`src/rtl/disp_pkg.sv`:
```
// rtl/disp_pkg.sv - shared types and default timing constants for the display arbiter
package disp_pkg;

  typedef enum logic [1:0] {
    SHOW   = 2'd0,
    PRIO   = 2'd1,
    LINGER = 2'd2
  } state_t;

  localparam int WORD_W        = 32;
  localparam int DWELL_DEF     = 100_000_000;
  localparam int DB_CYCLES_DEF = 1_000_000;
  localparam int HOLD_DEF      = 50_000_000;

  // Counter width for a count of n cycles; never zero so tiny parameters still elaborate.
  function automatic int cnt_w(input int n);
    return (n > 1) ? $clog2(n) : 1;
  endfunction

endpackage

```
`src/rtl/btn_debounce.sv`:
```
// rtl/btn_debounce.sv - push-button synchronizer, stability filter and rising-edge step pulse
module btn_debounce
  import disp_pkg::*;
#(
  parameter int DB_CYCLES = DB_CYCLES_DEF
) (
  input  logic clk,
  input  logic reset,
  input  logic btn_in,
  output logic pulse
);

  localparam int CW = cnt_w(DB_CYCLES);

  logic [1:0]    r_sync;
  logic          r_level;
  logic [CW-1:0] r_cnt;
  logic          r_pulse;
  logic          w_diff;
  logic          w_accept;

  // The level flips only after DB_CYCLES consecutive samples disagree with it.
  assign w_diff   = (r_sync[1] != r_level);
  assign w_accept = w_diff && (r_cnt == CW'(DB_CYCLES - 1));

  always_ff @(posedge clk or negedge reset) begin
    if (!reset) begin
      r_sync  <= '0;
      r_level <= 1'b0;
      r_cnt   <= '0;
      r_pulse <= 1'b0;
    end else begin
      r_sync  <= {r_sync[0], btn_in};
      r_pulse <= w_accept & r_sync[1];
      if (!w_diff) begin
        r_cnt <= '0;
      end else if (w_accept) begin
        r_cnt   <= '0;
        r_level <= r_sync[1];
      end else begin
        r_cnt <= r_cnt + CW'(1);
      end
    end
  end

  assign pulse = r_pulse;

endmodule

```
`src/rtl/disp_arb.sv`:
```
// rtl/disp_arb.sv - display source arbiter with auto/manual rotation and urgent preemption
// Urgent handshake and linger FSM are present only when DISP_ARB_PRIO_EN is defined.
module disp_arb
  import disp_pkg::*;
#(
  parameter int NSRC      = 4,
  parameter int DWELL     = DWELL_DEF,
  parameter int DB_CYCLES = DB_CYCLES_DEF,
  parameter int HOLD      = HOLD_DEF
) (
  input  logic                     clk,
  input  logic                     reset,
  input  logic [NSRC*WORD_W-1:0]   src_data,
  input  logic                     auto_en,
  input  logic                     btn_next,
  input  logic                     pri_req,
  input  logic [WORD_W-1:0]        pri_data,
  output logic                     pri_gnt,
  output logic [WORD_W-1:0]        digit,
  output logic [$clog2(NSRC)-1:0]  sel,
  output logic                     pri_active
);

  localparam int SW = $clog2(NSRC);
  localparam int DW = cnt_w(DWELL);
  localparam int HW = cnt_w(HOLD);

  logic              w_step;
  state_t            w_state;
  logic [SW-1:0]     r_sel;
  logic [DW-1:0]     r_dwell;
  logic [WORD_W-1:0] r_digit;
  logic              w_expire;
  logic              w_advance;

  btn_debounce #(.DB_CYCLES(DB_CYCLES)) u_btn_debounce (
    .clk    (clk),
    .reset  (reset),
    .btn_in (btn_next),
    .pulse  (w_step)
  );

`ifdef DISP_ARB_PRIO_EN
  state_t        r_state;
  state_t        w_state_nxt;
  logic [HW-1:0] r_linger;
  logic [HW-1:0] w_linger_nxt;

  always_ff @(posedge clk or negedge reset) begin
    if (!reset) begin
      r_state  <= SHOW;
      r_linger <= '0;
    end else begin
      r_state  <= w_state_nxt;
      r_linger <= w_linger_nxt;
    end
  end

  always_comb begin
    w_state_nxt  = r_state;
    w_linger_nxt = r_linger;
    case (r_state)
      SHOW: if (pri_req) w_state_nxt = PRIO;
      PRIO: begin
        if (!pri_req) begin
          w_state_nxt  = LINGER;
          w_linger_nxt = '0;
        end
      end
      LINGER: begin
        if (pri_req) begin
          w_state_nxt = PRIO;
        end else if (r_linger == HW'(HOLD - 1)) begin
          w_state_nxt = SHOW;
        end else begin
          w_linger_nxt = r_linger + HW'(1);
        end
      end
      default: w_state_nxt = SHOW;
    endcase
  end

  assign w_state = r_state;
`else
  logic w_unused;
  assign w_unused = &{1'b0, pri_req, HW'(0)};
  assign w_state  = SHOW;
`endif

  // A step and a dwell expiry on the same cycle collapse into one advance.
  assign w_expire  = auto_en && (r_dwell == DW'(DWELL - 1));
  assign w_advance = (w_state == SHOW) && (w_step || w_expire);

  always_ff @(posedge clk or negedge reset) begin
    if (!reset) begin
      r_sel   <= '0;
      r_dwell <= '0;
      r_digit <= '0;
    end else begin
      if ((w_state != SHOW) || !auto_en || w_advance) begin
        r_dwell <= '0;
      end else begin
        r_dwell <= r_dwell + DW'(1);
      end
      if (w_advance) begin
        r_sel <= (r_sel == SW'(NSRC - 1)) ? '0 : r_sel + SW'(1);
      end
      case (w_state)
        SHOW:    r_digit <= src_data[r_sel*WORD_W +: WORD_W];
        PRIO:    r_digit <= pri_data;
        default: r_digit <= r_digit;
      endcase
    end
  end

  assign pri_gnt    = (w_state == PRIO);
  assign pri_active = (w_state != SHOW);
  assign digit      = r_digit;
  assign sel        = r_sel;

endmodule

```
`config.mk`:
```
export PLATFORM = sky130hd
export DESIGN_NAME = disp_arb
export DESIGN_NICKNAME = d
export VERILOG_FILES = /design/src/rtl/disp_pkg.sv /design/src/rtl/btn_debounce.sv /design/src/rtl/disp_arb.sv
export SDC_FILE = /design/constraint.sdc
export NUM_CORES = 1
export LEC_CHECK = 0
export CAP_MARGIN = 20
export CORE_MARGIN = 2
export CORE_UTILIZATION = 41
export DETAILED_ROUTE_END_ITERATION = 10
export PLACE_DENSITY_LB_ADDON = 0.08
export SYNTH_ARGS = -nofsm -noshare
export SYNTH_HDL_FRONTEND = slang
export SYNTH_HIERARCHICAL = 1
export SYNTH_SLANG_ARGS = --single-unit
```
`constraint.sdc`:
```
create_clock -name clk -period 2.05 [get_ports clk]
set_input_delay 0.205 -clock clk [delete_from_list [all_inputs] [get_ports clk]]
set_output_delay 0.205 -clock clk [all_outputs]
set_load 0.02 [all_outputs]
```
---- Yosys cells after proc, flatten, opt, wreduce, memory -nomap -nowiden ----
Index checks and enable logic that the tools add are counted.
cells by class
  $add $sub $neg .......................... 3
  shift operators ......................... 1
  eq/ne operators ......................... 4
  mux-type cells .......................... 4
  reduce and logical (&&, ||, !) cells .... 6
  bitwise operators ....................... 1
operators with widths
  cell                   number
  $shiftx 128x8->32      1
  $mux 20                2
  $add 27x1->27 const B  1
  $eq 27x27->1 const B   1
  $mux 27                1
  $add 20x1->20 const B  1
  $eq 20x20->1 const B   1
  $add 2x1->2 const B    1
  $eq 2x2->1 const B     1
  $logic_and 1x1->1      2
  $logic_or 1x1->1       2
  $mux 2                 1
  $reduce_and 2->1       1
  $and 1x1->1            1
  $logic_not 1->1        1
  $ne 1x1->1             1
storage, ports and cells
  output and inout port bits .............. 36
  flip-flop bits (word level) ............. 85
  bits of input ports ..................... 165
  logic and storage cells ................. 26

---- Longest topological paths before layout ----
Gate-level depths: netlist (run 1).
  depth in word-level cells ............... 5
  gate-level depth with buffers ........... 7
  gate-level depth less buffers ........... 5

---- Cells and area by module ----
Netlist (run 1), hierarchy kept.
by module, submodules not included
  module        area an instance (um^2)  sequential area each (um^2)  times used  cells an instance
  disp_arb      3080.5                   1526.5                       1           233
  btn_debounce  1184.9                   600.6                        1           107

---- Worst setup path before layout (run 1) ----
OpenSTA, ideal clock, no wires.
  path kind ............................... flip-flop to flip-flop
  start point ............................. register r_dwell[0]
  end point ............................... register r_sel[0], in the netlist sel[0]
  period minus slack after synthesis ...... 1791 ps
  library setup time ...................... 125 ps
  stages on the path, launching flop included .. 7
  path slack .............................. 259 ps
  data required time ...................... 1925 ps
  arrival time ............................ 1666 ps
  path buffers ............................ 1
  cell sequence ........................... dfrtp_1 -> ha_1 -> and2_1 -> clkbuf_1 -> nand3_1 -> o31ai_1 -> mux2_2
on the way
  longest elaborated chain between the ends .. 3
RTL lines
  element                 line             source
  start, declared         disp_arb.sv:31   logic [DW-1:0] r_dwell;
  start signal, assigned  disp_arb.sv:103  r_dwell <= r_dwell + DW'(1);
  $eq 27x27->1            disp_arb.sv:91   assign w_expire = auto_en && (r_dwell == DW'(DWELL - 1));
  $logic_and 1x1->1       disp_arb.sv:91
  $logic_or 1x1->1        disp_arb.sv:92   assign w_advance = (w_state == SHOW) && (w_step || w_expire);
  end signal, assigned    disp_arb.sv:106  r_sel <= (r_sel == SW'(NSRC - 1)) ? '0 : r_sel + SW'(1);
  end, declared           disp_arb.sv:30   logic [SW-1:0] r_sel;
Every way passes these cells.
A chain may end at the register's enable or synchronous reset.

---- Worst setup path after layout (run 1) ----
  start point ............................. register u_btn_debounce.r_cnt[11]
  end point ............................... register u_btn_debounce.r_level
on the way
  longest elaborated chain between the ends .. 3
RTL lines
  element                            line                source
  start, declared                    btn_debounce.sv:17  logic [CW-1:0] r_cnt;
  start signal, assigned             btn_debounce.sv:41  r_cnt <= r_cnt + CW'(1);
  $eq 20x20->1                       btn_debounce.sv:24  assign w_accept = w_diff && (r_cnt == CW'(DB_CYCLES - 1));
  $logic_and 1x1->1                  btn_debounce.sv:24
  $reduce_and 2->1 (no source line)  --
  end signal, assigned               btn_debounce.sv:39  r_level <= r_sync[1];
  end, declared                      btn_debounce.sv:16  logic r_level;
Every way passes these cells.

==> key figures, run 1 <==
Worst hold path
  • Hold Path Class: in -> reg
  • WHS Path Cells: 1

Setup path
  • Critical Path RT: 2.27 ns
  • CP startpoint kind: flip-flop
  • Worst Path Arrival: 2.14 ns
  • Critical path depth: 4
  • Cell breakdown of the critical path: nor4_2 -> nand4_2 -> or4_4 -> mux2_4
  • Reg2Reg Depth: 4
  • Critical Path Fanout Max: 4
  • CP top delay family: simple AND/OR/NAND/NOR gates
  • CP bufs+invs: 0
  • Crit end category: flip-flop
  • Largest stage delay on the critical path: 0.55 ns
  • CP Class: reg -> reg
  • Slowest CP cell: or4_4

Clock network
  • CTS max path bufs: 2
  • Setup bufs post-CTS: 0
  • Num Clock Sinks: 85
  • H-Tree Depth: 3
  • Worst-path clk slew: 0.09 ns
  • Total CTS buffers: 9
  • CTS tree: done
  • CTS root buf: clkbuf_8
  • Worst-skew pair later-pin latency: 0.35 ns

Synthesis
  • Yosys warnings: 6
  • Number of synthesized flops with an enable pin: 0
  • Largest family of logic cells by synthesized area: multiplexers
  • Sequential fraction of the synthesis area: 0.499
  • Post-Synth Adder-Cell Area: 0.00880
  • Post-synth top area share: 0.499
  • Post-synth ARST share: 1.00
  • Synth top cells by count: dfrtp_1 (85), mux4_2 (32), nor2_1 (29)
  • Mux contribution to synthesized area: 0.180
  • Register bit count reported by yosys: 85
  • Post-synthesis cell area: 4270 µm²
  • Main synth FF type: dfrtp_1
  • Synth top area cells: dfrtp_1 (50%), mux4_2 (17%), xor2_1 (2.7%), nor2_1 (2.6%), xnor2_1 (2.3%)
  • Most common cell in the synthesized netlist: dfrtp_1
  • Synth Area in XOR/XNOR: 0.0493
  • Cells after Synth: 340
  • Cell taking the most area after synthesis: dfrtp_1
  • Distinct cells, synth: 48
  • Compound-Gate Fraction of Synth Area: 0.0619
  • Avg Inst Size Synth: 12.5 µm²
  • Post-Synth Simple-Gate Area: 0.174

Route
  • Initial DRC count: 150
  • DRC viols: 0
  • Vias per cell: 5.32
  • Pre-Repair DR Iteration Count: 4
  • WL final: 11.8 mm
  • Routed via count: 3,494
  • Routed WL per cell: 18.0 µm
  • Remaining antenna violation count: 0

Placed design
  • DP HPWL: 9.44 mm
  • Count of input and output buffers: 165
  • Pre-CTS WS: 0.100 ns
  • RePlAce Congestion: 0.832

Outcome
  • Outcome: finished clean

GRT
  • First-pass GRT wire length: 19.7 mm
  • Largest net degree at the start of global routing: 47
  • Initial antenna violation count: 0
  • GRT Total Usage: 0.228
  • GRT Residual Overflow: 0
  • Vias in the first global route: 3,893

STA
  • Least-Margin Pin Slew: 0.578 ns
  • Setup violators final: 0
  • Tmin final: 1.92 ns
  • RSZ-0062 raised after global routing: false
  • Setup ws final: 0.134 ns
  • Fmax: 522 MHz
  • Setup TNS: 0 ns
  • Max-slew headroom: 0.614
  • Final Slew Violations: 0
  • Final setup skew: 0.0153 ns
  • Hold Vio Cnt, Final: 0
  • Final period util: 0.935
  • Hold WS: 0.308 ns

Floorplanning
  • Die extent in y: 106 µm
  • # IOs: 201
  • Initial Utilization: 0.417
  • FP Rows: 37
  • CORE AREA: 10,200 µm²
  • Die span in x: 106 µm
  • Die area: 11,200 µm²

Final layout
  • Number of diodes: 0
  • Fin nets: 685
  • Layout cells sized above 1: 0.161
  • Area growth from synthesis to layout: 48.3%

Flow run
  • MaxCap Viol Count: 0

Power
  • Total Power: 3.38 mW
  • Pwr dens: 534 nW/µm²
  • Peak supply drop: 0.000361 V
  • Leakage power: 2.44 nW
[placed cells by master, fill, tap and decap left out, types with 9 or more instances in the layout]
cell type        Yosys  final
xor2_1              13     13
nor2_1              29     29
xnor2_1             11     11
nand2_1             15     15
clkbuf_8             0      9
mux4_2              32     32
buf_4                4     18
o21ai_0             10     10
nand3_1             15     15
nand4_1             12     12
clkdlybuf4s50_1      0    164
dfrtp_1             85     84
a21oi_1             19     19
[cell families (layout without fill, tap and decap cells)]
kind of cell | after synthesis | after routing
DFF | 85 | 85
and+or+nand+nor | 125 | 125
muxes | 36 | 36
AOI/OAI and AO/OA | 42 | 42
xor gates and xnor gates | 24 | 24
adders and majority gates | 3 | 3
other | 1 | 2
buffers and inverters | 24 | 204
[layout make-up]
cell class                      instances  area [µm²]
Clock buffer                           11         131
Clock inverter                          4        50.0
Fill cell                             845        3910
Inverter                                6        22.5
Multi-Input combinational cell        232        2030
Sequential cell                        85        2130
Tap cell                              136         170
Timing Repair Buffer                  183        1790
[final timing paths]
| check | slack [ns] | end | from |
|---|---|---|---|
| setup / recovery | 0.13 | u_btn_debounce/r_level | u_btn_debounce/r_cnt[11] |
| hold / removal | 0.31 | u_btn_debounce/r_sync[0] | btn_next |
| setup reg to reg | 0.13 | u_btn_debounce/r_level | u_btn_debounce/r_cnt[11] |
| hold reg to reg | 0.37 | u_btn_debounce/r_sync[1] | u_btn_debounce/r_sync[0] |
| max in group asynchronous | 1.04 | u_btn_debounce/r_cnt[14] | reset |
| min in group asynchronous | 0.40 | digit[26] | reset |
[sequential cells by signal (all words and copies together), names as in the netlist]
name,flops
digit,32
u_btn_debounce/pulse,1
u_btn_debounce/r_sync,2
r_dwell,27
u_btn_debounce/r_level,1
sel,2
u_btn_debounce/r_cnt,20
[metrics by stage]
step            util  instances  instance area (µm²)
4_1_cts        0.618        657                 6320
3_3_place_gp   0.599        641                 6130
5_1_grt        0.618        657                 6320
6_report       0.618        657                 6320
2_1_floorplan      -        341                 4270
3_5_place_dp   0.599        641                 6130
[power by group]
| part | leakage (nW) | total, mW | switching [mW] | internal [mW] |
|---|---|---|---|---|
| registers | 1.10 | 1.74 | 0.0201 | 1.72 |
| logic | 1.25 | 0.503 | 0.168 | 0.335 |
| clock network | 0.0854 | 1.13 | 0.577 | 0.556 |
| total | 2.44 | 3.38 | 0.766 | 2.61 |
[repair_timing]
action	4_1_cts	5_1_grt
hold buffers	1	0
resized for setup	0	1
endpoints found under the hold margin	42	0
setup endpoints to repair	0	2
[routing by layer]
| layer | routed length (µm) | share of wire | up-vias | track usage |
|---|---|---|---|---|
| met3 | 1050 | 0.088 | 8 | 0.0797 |
| met4 | 127 | 0.011 | 0 | 0.0695 |
| met5 | 0 | 0 | - | 0 |
| li1 | - | - | 1635 | - |
| met2 | 6140 | 0.52 | 112 | 0.390 |
| met1 | 4530 | 0.38 | 1739 | 0.270 |
Power figures use the tool's default switching activity.
==> run 2, diff against run 1 <==
Settings changed: CTS_CLUSTER_SIZE set to 20.
==> results of run 2 <==
Final layout, timing and power as in run 1 (identical DEF).
==> run 3, diff against run 2 <==
Settings changed: ABC_AREA set to 1, CORE_UTILIZATION 41 to 43, SLEW_MARGIN set to 30, TNS_END_PERCENT set to 1.
==> key figures, run 3 <==
Outcome
  • Outcome: finished clean

Setup path
  • Cell breakdown of the critical path: clkdlybuf4s50_1
  • CP top delay family: buffers and inverters
  • Critical Path RT: 1.85 ns (-0.42 ns)
  • Reg-to-Reg Start: r_dwell[0]
  • Largest stage delay on the critical path: 0.69 ns (+0.14 ns)
  • R2R Path End: r_dwell[18]
  • Worst Path Arrival: 1.63 ns (-0.51 ns)
  • Critical Path Fanout Max: 13 (+9)
  • CP Class: reg -> out
  • Reg-to-reg setup timing slack: 0.42 ns (+0.29 ns)
  • Slowest CP cell: clkdlybuf4s50_1
  • CP startpoint kind: flip-flop
  • Reg2Reg Depth: 8 (+4)
  • Crit end category: output port
  • CP bufs+invs: 1 (+1)

Final layout
  • Final instance area: 6680 µm² (+5.7%)
  • Number of diodes: 0 (unchanged)
  • Finished Core Util: 0.619 (+0.000984)
  • Filler Cell Count: 998 (+18%)
  • Final Non-Filler Cells: 943 (+44%)
  • Most frequent cells in the layout: clkdlybuf4s50_1 (164), nor2_1 (163), nand2_1 (113)
  • Layout cells sized above 1: 0.0610 (-0.100)
  • Flip-flop count of the largest register after layout: 32 (unchanged)
  • Area growth from synthesis to layout: 41.5%
  • Most common cell after layout, fill and taps aside: clkdlybuf4s50_1
  • Fin nets: 966 (+41%)

Placed design
  • Placed Instances: 926 (+44%)
  • DP HPWL: 10.7 mm (+13%)
  • Placed cell area: 6470 µm² (+5.6%)
  • Pre-CTS WS: 0.389 ns (+0.289 ns)
  • Count of input and output buffers: 165 (unchanged)
  • RePlAce Congestion: 0.896 (+7.7%)

Synthesis
  • Synth top area cells: dfrtp_1 (45%), nor2_1 (13%), nand2_1 (9.0%), o21ai_0 (7.3%), o22ai_1 (4.2%)
  • Number of synthesized flops with an enable pin: 0 (unchanged)
  • Sequential fraction of the synthesis area: 0.451 (-0.0481)
  • Post-synthesis cell area: 4720 µm² (+11%)
  • Yosys warnings: 6 (unchanged)
  • Post-synth ARST share: 1.00 (unchanged)
  • Avg Inst Size Synth: 7.40 µm² (-41%)
  • Cell taking the most area after synthesis: dfrtp_1
  • Distinct cells, synth: 29 (-40%)
  • Most common cell in the synthesized netlist: nor2_1
  • Main synth FF type: dfrtp_1
  • Post-synth top area share: 0.451 (-0.0481)
  • Cells after Synth: 638 (+88%)
  • Synth top cells by count: nor2_1 (163), nand2_1 (113), dfrtp_1 (85)
  • Register bit count reported by yosys: 85 (unchanged)

Clock network
  • Cts repair resizes: 0 (unchanged)
  • CTS tree: done
  • CTS root buf: clkbuf_8
  • CTS max path bufs: 2 (unchanged)
  • Num Clock Sinks: 85 (unchanged)
  • Setup bufs post-CTS: 0 (unchanged)
  • Worst-skew pair later-pin latency: 0.36 ns (about the same)
  • H-Tree Depth: 3 (unchanged)
  • Worst-path clk slew: 0.09 ns (about the same)
  • Total CTS buffers: 9 (unchanged)

GRT
  • Initial antenna violation count: 0 (unchanged)
  • GRT Total Usage: 0.247 (+0.0197)
  • First-pass GRT wire length: 22.5 mm (+14%)
  • Vias in the first global route: 4,802 (+23%)
  • GRT Residual Overflow: 0 (unchanged)
  • Largest net degree at the start of global routing: 63 (+34%)

Power
  • Sequential share of power: 0.513 (-0.002)
  • Clock share of power: 0.344 (+0.008)
  • Comb pwr share: 0.143 (-0.006)
  • Pwr dens: 506 nW/µm² (-5.2%)
  • Peak supply drop: 0.000294 V (-19%)
  • Leakage power: 2.80 nW (+15%)
  • Int Pwr: 2.57 mW (-1.6%)
  • P_sw: 0.813 mW (+6.2%)
  • Switching Fraction: 0.240 (+0.0137)
  • Total Power: 3.38 mW (+0.15%)

Flow run
  • MaxCap Viol Count: 0 (unchanged)

STA
  • Hold WS: 0.277 ns (-0.0309 ns)
  • Setup ws final: 0.213 ns (+0.0793 ns)
  • Tmin final: 1.84 ns (-0.0793 ns)
  • Final setup skew: 0.00695 ns (-0.00838 ns)
  • Setup TNS: 0 ns (unchanged)
  • Setup violators final: 0 (unchanged)
  • Final Slew Violations: 0 (unchanged)
  • Final period util: 0.896 (-0.0387)
  • Fmax: 544 MHz (+4.3%)
  • RSZ-0062 raised after global routing: false
  • Hold Vio Cnt, Final: 0 (unchanged)

Route
  • Routed via count: 4,758 (+36%)
  • WL final: 13.8 mm (+16%)
  • Routed WL per cell: 14.6 µm (-19%)
  • DRC viols: 0 (unchanged)
  • Initial DRC count: 242 (+61%)
  • Pre-Repair DR Iteration Count: 5 (+1)
  • Vias per cell: 5.05 (-5.1%)
  • Remaining antenna violation count: 0 (unchanged)

Floorplanning
  • Die area: 11,800 µm² (+5.3%)
  • FP Rows: 38 (+2.7%)
  • # IOs: 201 (unchanged)
  • CORE AREA: 10,800 µm² (+5.5%)
  • Initial Utilization: 0.437 (+0.0205)
  • Die extent in y: 109 µm (+2.6%)
  • Die span in x: 109 µm (+2.6%)

Worst hold path
  • Hold Path Class: in -> async
==> run 3: cell count changes in the layout (fill, tap and decap cells not counted), sizes merged, moves of 17 or more <==
cell | before | now
nand3 | 17 | 34
o21ai | 10 | 71
inv | 6 | 53
nand2 | 16 | 120
nor2 | 29 | 173
o22ai | 0 | 32
mux4 | 32 | 0
==> run 3: area by class of cell <==
| cell class | instances | area (µm²) | area share |
|---|---|---|---|
| Sequential cell | 85 | 2130 | 0.319 |
| Timing Repair Buffer | 174 | 1730 | 0.259 |
| Multi-Input combinational cell | 474 | 2250 | 0.336 |
| Clock buffer | 12 | 165 | 0.0247 |
| Clock inverter | 4 | 31.3 | 0.00468 |
| Inverter | 54 | 203 | 0.0303 |
| Tap cell | 140 | 175 | 0.0262 |
==> run 3: how the worst max path moves through the flow <==
stage	from	end	cells past startpoint
floorplan	r_dwell[0]	r_dwell[9]	9
global placement	auto_en	r_dwell[21]	8
detailed placement	auto_en	r_dwell[18]	8
CTS	sel[1]	sel[1]	1
global route	sel[1]	sel[1]	1
finish	sel[1]	sel[1]	1
==> run 3: logic make-up (layout without fill, tap and decap cells) <==
kind of cell    count (synthesis)  after routing  share of synthesized area
fa+ha+maj                       3              3                    0.00795
flops                          85             85                      0.451
other cells                     1              2                   0.000794
compound gates                106            106                      0.122
buf+inv                        80            244                     0.0742
xor+xnor                       23             23                     0.0427
simple gates                  340            340                      0.302
==> run 3: timing repair <==
action	CTS	global route
hold buffers	1	0
hold endpoints to repair	23	0
endpoints found under the setup margin	0	0
==> run 3: power by group through the flow <==
stage / registers, mW / clock network [mW] / logic (mW)
2_1_floorplan: 1.81 / 0 / 0.0772
3_3_place_gp: 1.77 / 0 / 0.484
3_5_place_dp: 1.77 / 0 / 0.487
4_1_cts: 1.74 / 1.19 / 0.491
5_1_grt: 1.74 / 1.27 / 0.521
6_report: 1.74 / 1.16 / 0.483
==> run 3: layer usage <==
| metal | up-vias | global-route usage | routed length, µm |
|---|---|---|---|
| met2 | 137 | 0.417 | 6730 |
| met3 | 24 | 0.0801 | 1110 |
| met1 | 2233 | 0.290 | 5570 |
| met5 | - | 0 | 0 |
| li1 | 2364 | - | - |
| met4 | 0 | 0.103 | 383 |
